===== src/rtl/imem_pkg.sv =====
// Shared definitions for the instruction memory and its loader.
// Holds the default memory geometry and the loader state encoding so the
// memory and the loader agree on size and address width.
package imem_pkg;

    // Instruction memory size in bytes and the matching byte address width.
    localparam int IMEM_DEPTH_DEF = 256;
    localparam int ADDR_W_DEF     = 8;

    // Loader control states.
    typedef enum logic [1:0] {
        ST_IDLE   = 2'd0,
        ST_ACCEPT = 2'd1,
        ST_WRITE  = 2'd2,
        ST_DONE   = 2'd3
    } ldr_state_e;

endpackage : imem_pkg


===== src/rtl/imem_loader.sv =====
// Purpose : streams 32-bit program words into a byte-wide instruction memory, big-endian.
// Latency : 1 accept cycle + 4 byte-write cycles per word (one word per 5 cycles sustained).
// Backpr. : word_ready is high only in the accept cycle; words are held off during writes.
//
// Ports
//   clk, rst                 : single clock, asynchronous active-low reset
//   start                    : one-cycle pulse, restarts loading at byte address 0 (IDLE/DONE only)
//   word_valid/data/last     : incoming program words, handshaken with word_ready
//   mem_we/addr/wdata        : registered byte write port to the instruction memory
//   busy, done, overflow     : load status; overflow means memory filled before word_last
//   checksum                 : modulo-256 sum of bytes written
//
// Build option: define IMEM_LOADER_CHECKSUM_EN to enable the running checksum;
// otherwise the checksum port is tied to zero.
module imem_loader
    import imem_pkg::*;
#(
    parameter int IMEM_DEPTH = IMEM_DEPTH_DEF,
    parameter int ADDR_W     = ADDR_W_DEF
) (
    input  logic              clk,
    input  logic              rst,
    input  logic              start,
    input  logic              word_valid,
    input  logic [31:0]       word_data,
    input  logic              word_last,
    output logic              word_ready,
    output logic              mem_we,
    output logic [ADDR_W-1:0] mem_addr,
    output logic [7:0]        mem_wdata,
    output logic              busy,
    output logic              done,
    output logic              overflow,
    output logic [7:0]        checksum
);

    ldr_state_e        state_q,     state_d;
    logic [ADDR_W-1:0] addr_q,      addr_d;      // byte address of the next word
    logic [1:0]        byte_cnt_q,  byte_cnt_d;  // byte lane currently on the write port
    logic [23:0]       word_q,      word_d;      // lower three bytes; the top byte goes out on accept
    logic              last_q,      last_d;
    logic              overflow_q,  overflow_d;
    logic              mem_we_q,    mem_we_d;
    logic [ADDR_W-1:0] mem_addr_q,  mem_addr_d;
    logic [7:0]        mem_wdata_q, mem_wdata_d;
    logic [ADDR_W-1:0] next_addr;

    // Byte address following the one on the write port, modulo the memory size.
    assign next_addr = (mem_addr_q == ADDR_W'(IMEM_DEPTH - 1)) ? '0
                                                                : mem_addr_q + ADDR_W'(1);

    always_comb begin
        state_d     = state_q;
        addr_d      = addr_q;
        byte_cnt_d  = byte_cnt_q;
        word_d      = word_q;
        last_d      = last_q;
        overflow_d  = overflow_q;
        mem_we_d    = 1'b0;
        mem_addr_d  = mem_addr_q;
        mem_wdata_d = mem_wdata_q;

        case (state_q)
            ST_IDLE, ST_DONE: begin
                if (start) begin
                    state_d    = ST_ACCEPT;
                    addr_d     = '0;
                    overflow_d = 1'b0;
                end
            end

            ST_ACCEPT: begin
                // The first byte is loaded into the write port on the accept
                // edge so the four strobes follow back-to-back.
                if (word_valid) begin
                    state_d     = ST_WRITE;
                    word_d      = word_data[23:0];
                    last_d      = word_last;
                    byte_cnt_d  = 2'd0;
                    mem_we_d    = 1'b1;
                    mem_addr_d  = addr_q;
                    mem_wdata_d = word_data[31:24];
                end
            end

            ST_WRITE: begin
                if (byte_cnt_q != 2'd3) begin
                    byte_cnt_d = byte_cnt_q + 2'd1;
                    mem_we_d   = 1'b1;
                    mem_addr_d = next_addr;
                    case (byte_cnt_q)
                        2'd0:    mem_wdata_d = word_q[23:16];
                        2'd1:    mem_wdata_d = word_q[15:8];
                        default: mem_wdata_d = word_q[7:0];
                    endcase
                end else begin
                    // Fourth byte is on the port; decide where the load goes next.
                    // A captured last takes priority, so an exact fill is not an overflow.
                    addr_d = next_addr;
                    if (last_q) begin
                        state_d = ST_DONE;
                    end else if (next_addr == '0) begin
                        state_d    = ST_DONE;
                        overflow_d = 1'b1;
                    end else begin
                        state_d = ST_ACCEPT;
                    end
                end
            end

            default: state_d = ST_IDLE;
        endcase
    end

    always_ff @(posedge clk or negedge rst) begin
        if (!rst) begin
            state_q     <= ST_IDLE;
            addr_q      <= '0;
            byte_cnt_q  <= 2'd0;
            word_q      <= '0;
            last_q      <= 1'b0;
            overflow_q  <= 1'b0;
            mem_we_q    <= 1'b0;
            mem_addr_q  <= '0;
            mem_wdata_q <= '0;
        end else begin
            state_q     <= state_d;
            addr_q      <= addr_d;
            byte_cnt_q  <= byte_cnt_d;
            word_q      <= word_d;
            last_q      <= last_d;
            overflow_q  <= overflow_d;
            mem_we_q    <= mem_we_d;
            mem_addr_q  <= mem_addr_d;
            mem_wdata_q <= mem_wdata_d;
        end
    end

`ifdef IMEM_LOADER_CHECKSUM_EN
    logic [7:0] checksum_q, checksum_d;
    logic       checksum_clr;

    // Cleared by the same start that restarts the address counter.
    assign checksum_clr = start && ((state_q == ST_IDLE) || (state_q == ST_DONE));

    // Each byte is folded in on the edge that ends its strobe cycle.
    always_comb begin
        checksum_d = checksum_q;
        if (checksum_clr) begin
            checksum_d = '0;
        end else if (mem_we_q) begin
            checksum_d = checksum_q + mem_wdata_q;
        end
    end

    always_ff @(posedge clk or negedge rst) begin
        if (!rst) begin
            checksum_q <= '0;
        end else begin
            checksum_q <= checksum_d;
        end
    end

    assign checksum = checksum_q;
`else
    assign checksum = 8'h00;
`endif

    assign word_ready = (state_q == ST_ACCEPT);
    assign busy       = (state_q == ST_ACCEPT) || (state_q == ST_WRITE);
    assign done       = (state_q == ST_DONE);
    assign overflow   = overflow_q;
    assign mem_we     = mem_we_q;
    assign mem_addr   = mem_addr_q;
    assign mem_wdata  = mem_wdata_q;

endmodule : imem_loader


===== config.mk =====
export PLATFORM = sky130hd
export DESIGN_NAME = imem_loader
export DESIGN_NICKNAME = d
export VERILOG_FILES = /design/src/rtl/imem_pkg.sv /design/src/rtl/imem_loader.sv
export SDC_FILE = /design/constraint.sdc
export NUM_CORES = 1
export LEC_CHECK = 0
export CAP_MARGIN = 20
export CELL_PAD_IN_SITES_DETAIL_PLACEMENT = 1
export CELL_PAD_IN_SITES_GLOBAL_PLACEMENT = 2
export CORE_MARGIN = 2
export CORE_UTILIZATION = 33
export DETAILED_ROUTE_END_ITERATION = 6
export GPL_TIMING_DRIVEN = 1
export PLACE_DENSITY_LB_ADDON = 0.1
export SYNTH_ARGS = -nofsm -noshare
export SYNTH_HDL_FRONTEND = slang
export SYNTH_SLANG_ARGS = --single-unit

===== constraint.sdc =====
create_clock -name clk -period 3.6 [get_ports clk]
set_input_delay 0.36 -clock clk [delete_from_list [all_inputs] [get_ports clk]]
set_output_delay 0.36 -clock clk [all_outputs]
set_load 0.01 [all_outputs]

Word-level counts from Yosys, hierarchy flattened
Cells that the tools add are included.
{"block": "word_totals", "memories": 0, "latchBits": 0, "reg_bits": 55, "mem_bits_ro": 0, "out_inout_bits": 29, "mem_bits_rw": 0, "elab_cells": 63}
{"block": "classes", "shifts": 0, "bitwise_logic": 0, "n_eq_ne": 12, "add_sub_neg": 2, "mux": 28, "magnitude_cmp": 0, "n_mul": 0, "reduce_logical": 12, "n_div": 0}
{"operator": "one-hot mux 8 bit (2 select lines)", "n": 4}
{"operator": "2-to-1 mux 8 bit", "n": 7}
{"operator": "2-to-1 mux 2 bit", "n": 7}
{"operator": "inequality test 2 bit, second input constant", "n": 7}
{"operator": "AND reduction 3 bit", "n": 3}
{"operator": "adder 8 x 1 -> 8 bit, second input constant", "n": 1}
{"operator": "== test 8 bit, second input constant", "n": 1}
{"operator": "logical NOT 8 bit", "n": 1}
{"operator": "2-to-1 mux 1 bit", "n": 6}
{"operator": "one-hot mux 2 bit (3 select lines)", "n": 1}
{"operator": "AND reduction 5 bit", "n": 1}
{"operator": "== test 2 x 1 -> 1 bit, second input constant", "n": 2}
{"operator": "== test 2 bit, second input constant", "n": 2}
{"operator": "logical NOT 2 bit", "n": 2}
{"operator": "one-hot mux 1 bit (2 select lines)", "n": 2}
{"operator": "one-hot mux 2 bit (2 select lines)", "n": 1}
{"operator": "nonzero test 2 bit", "n": 2}
{"operator": "adder 2 x 1 -> 2 bit, second input constant", "n": 1}
{"operator": "AND reduction 2 bit", "n": 1}
{"operator": "OR reduction 2 bit", "n": 1}
{"operator": "logical OR 1 bit", "n": 1}

Depth between registers and ports, before layout
{"block": "logic_depth", "depth_word": 7, "mapped_depth": 8, "depth_no_buf": 7}

Worst setup path after synthesis
OpenSTA, ideal clock, no wires.
{"block": "synth_timing", "kind": "flip-flop to flip-flop", "startpoint": "register state_q[1]", "endpoint": "register mem_addr_q[0] (netlist: mem_addr[0])", "t_arrival_ns": 1.702, "stages_incl_launch_ff": 8, "t_required_ns": 3.517, "slack_ns": 1.815, "path_cell_list": "dfrtp_1 > inv_1 > ha_1 > mux2i_1 > a21o_1 > clkbuf_1 > nand2_1 > o21ai_0"}
{"block": "synth_via", "elab_chain_len": 3}
{"element": "start, declared", "line": "imem_loader.sv:37", "text": "ldr_state_e state_q, state_d;"}
{"element": "start signal, assigned", "line": "imem_loader.sv:127", "text": "state_q <= state_d;"}
{"element": "== test 2 x 1 -> 1 bit (*)"}
{"element": "named net word_ready", "line": "imem_loader.sv:27", "text": "output logic word_ready,"}
{"element": "inequality test 2 bit (no line) / nonzero test 2 bit (equally long branches)"}
{"element": "AND reduction 3 bit (no line)"}
{"element": "end signal, assigned", "line": "imem_loader.sv:134", "text": "mem_addr_q <= mem_addr_d;"}
{"element": "end, declared", "line": "imem_loader.sv:44", "text": "logic [ADDR_W-1:0] mem_addr_q, mem_addr_d;"}
Mark *: on every way through the listed nets, which the timed path passes. The rest lies on a longest branch.
A chain may end at the register's enable or synchronous reset.

Worst setup path in the final report
{"block": "layout_timing", "startpoint": "register state_q[0]", "endpoint": "register mem_addr_q[5] (netlist: mem_addr[5])"}
{"block": "layout_via", "elab_chain_len": 3}
{"element": "== test 2 bit / == test 2 x 1 -> 1 bit (equally long branches)", "line": "imem_loader.sv:63", "text": "case (state_q)"}
{"element": "inequality test 2 bit (no line) / nonzero test 2 bit (equally long branches)"}
{"element": "AND reduction 3 bit (no line)"}
Parallel ways exist; a longest one is shown, timed or not.

==> metrics.cfg <==
[clock_network]
clock_path_buffers = 2
postCtsSetupRepairBufs = 0
tritoncts = yes
tritoncts.num_buffers = 5
post_cts_resize_count = 0
cts_hold_buf = 0
cts_max_level = 2
cts_num_sinks = 55
clock_insertion_delay_worst_skew_ps = 310
cts.reportedPaths.clkPinSlew_ps = 110
cts_root_buffer = clkbuf_8

[detailed_routing]
postRouteWirelength_um = 6899
initialDrtViolationCount = 66
vias = 2142
post_drt_via_cell_ratio = 4.970
first_pass_iters = 5
drt.antenna.violating_nets = 0
detail_route.wl_per_cell_um = 16.01
remaining_drc_errors = 0

[sta]
final.setup.tns_ps = 0
relSlewSlack = 0.3996
setup_ws_ps = 1324
final_max_slew_viol_count = 0
max_freq_mhz = 439.3
clock_skew_ps = 10.17
max_slew.worst_pin.slew_ps = 900.7
fin_crit_sh = 0.6323
unrepaired_setup_endpoints_after_global_routing = false
hold_violations = 0
final_critical_path_required_period_ps = 2276
setup-violations-final = 0

[critical_path]
ff2ff_path_depth = 7
cp_data_arrival_time_ps = 2440
crit_slowest_cell = a21oi_1
worstPathCellList = inv_1 > ha_1 > mux2i_1 > a21oi_1 > o21ai_0 > nand2_1 > o21ai_0
worst_path_most_repeated_cell = o21ai_0
crit_path_max_fanout = 10
worst_path_largest_cell_delay_ps = 620
type_of_the_worst_setup_path = reg -> reg
cp-start-kind = register
timing.critical_path.to_type = register
cp.required_ps = 3770

[die]
fp-row-count = 33
core_region_area_um2 = 8175
floorplan.initialDensity = 0.3391
dieWidth_um = 95.66
design.portCount = 66
floorplan.die.height_um = 95.66
fp.dieArea_um2 = 9151

[layout]
filler_cells_inserted = 956
antenna_cells = 0
drive_above_1_share = 0.1227
final_area_um2 = 3503
commonest_cells_after_routing_fill_and_taps_aside = clkdlybuf4s50_1 (56), dfrtp_1 (55), o21ai_0 (35)
syn2layout_area_growth_pct = 26.35
design.final.nets = 371
final_common_cell = clkdlybuf4s50_1
finalNonFillerCells = 431

[global_routing]
number_of_antenna_violations_at_the_first_check_in_global_routing = 0
grt-ovfl-total = 0
vias_in_the_first_global_route = 2210
pin_count_of_the_biggest_net_entering_global_routing = 39
global_route_wire_length_before_repair_um = 11410
gr-usage-all-layers = 0.1641

[synthesis]
synth_top_area_frac = 0.4964
synthesis.yosys.warnings = 0
synth_seq_area_share = 0.4964
synth_largest_area_cell = dfrtp_1
synth_area_leaders = dfrtp_1 (50%), mux2_2 (11%), o21ai_0 (6.3%), nand2_1 (4.5%), ha_1 (4.1%)
synth_async_sr_flop_share = 1.000
netlist_instances = 270
synth.avg_cell_area_um2 = 10.27
synth.cell_area_um2 = 2773
postSynth.topFlopCell = dfrtp_1
number_of_synthesized_flops_with_an_enable_pin = 0
netlist-cell-type-count = 43
number_of_storage_elements_in_the_synthesis_netlist = 55

[placed_design]
port_buffers = 57
dpl.cell_count = 423
hpwl_um = 5132
gp_congestion = 0.7632
pre_cts_slack_ps = 1313
detailed_place.area_um2 = 3418

[job]
max_cap_viol_count = 0

[pwr]
power.density_cell_area_nw_per_um2 = 688.6
cellLeakagePower_nw = 1.441
peakVddDrop_mv = 0.2284

[run_status]
status = completed

[hold_path]
hp-class = in -> async

## synth_stat cells, types with 3 or more instances
cell and instances:
mux2_2 26, o21ai_0 35, a21oi_1 13, nand2_1 33, ha_1 9, mux2i_1 3
nand3_1 12, a22oi_1 8, xnor2_1 4, dfrtp_1 55, nor2_1 9, buf_4 8
clkbuf_1 6, inv_1 11
## cell families (layout without fill, tap and decap cells)
kind of cell | count (synthesis) | after routing | synth area share
simple gates | 68 | 68 | 0.1128
flops | 55 | 55 | 0.4964
xor+xnor | 5 | 5 | 0.01579
mux | 29 | 29 | 0.1164
fa+ha+maj | 9 | 9 | 0.04061
buf+inv | 30 | 79 | 0.05821
other cells | 1 | 8 | 0.001352
compound gates | 73 | 73 | 0.1584
## metal layers
metal  track usage  vias up  share of wire
met4       0.03929        0         0.0083
li1              -     1041              -
met5             0        -              0
met3       0.03241        5          0.035
met1        0.2162     1057           0.46
met2        0.2774       39           0.50
## through the flow
| stage | total power, mW | hold WS, ps | util |
|---|---|---|---|
| after floorplan | 1.654 | 64.41 | - |
| after global routing | 2.619 | 218.7 | 0.4285 |
| after detailed placement | 2.105 | 473.8 | 0.4181 |
| after CTS | 2.461 | 207.6 | 0.4285 |
| final | 2.412 | 162.1 | 0.4285 |
| after global placement | 2.066 | 461.2 | 0.4148 |
## registers in the layout, summed over array words and instances, names as in the netlist
| signal | flops |
|---|---|
| addr_q | 8 |
| word_q | 24 |
| overflow | 1 |
| last_q | 1 |
| state_q | 2 |
| mem_addr | 8 |
| mem_wdata | 8 |
| byte_cnt_q | 2 |
| mem_we | 1 |
## area by class of cell
class / count / area (um2) / area share
Tap cell: 105 / 131.4 / 0.03750
Multi-Input combinational cell: 192 / 1261 / 0.3600
Sequential cell: 55 / 1376 / 0.3929
Timing Repair Buffer: 60 / 608.1 / 0.1736
Clock buffer: 6 / 72.57 / 0.02071
Clock inverter: 2 / 12.51 / 0.003571
Inverter: 11 / 41.29 / 0.01179
## worst max-delay path: cells and delay by family (launching register included)
| kind | cells | cell delay (ps) |
|---|---|---|
| buffers and inverters | 1 | 70 |
| adders and majority gates | 1 | 360 |
| AOI/OAI and AO/OA | 3 | 900 |
| DFF | 1 | 440 |
| muxes | 1 | 240 |
| and+or+nand+nor | 1 | 120 |
## final timing paths
path	start	endpoint	slack, ps
min in group clk	addr_q[5]	addr_q[5]	490
min reg2reg	addr_q[5]	addr_q[5]	490
min	rst	state_q[0]	160
max reg2reg	state_q[0]	mem_addr[5]	1320
max	state_q[0]	mem_addr[5]	1320
max in group asynchronous	rst	word_q[1]	2620
## report_power, final
part	switching, mW	total [mW]	leakage (nW)	internal (mW)
clock network	0.209	0.346	0.0412	0.137
registers	0.181	1.04	0.688	0.855
logic	0.505	1.03	0.712	0.525
(Power assumes the default switching activity.)
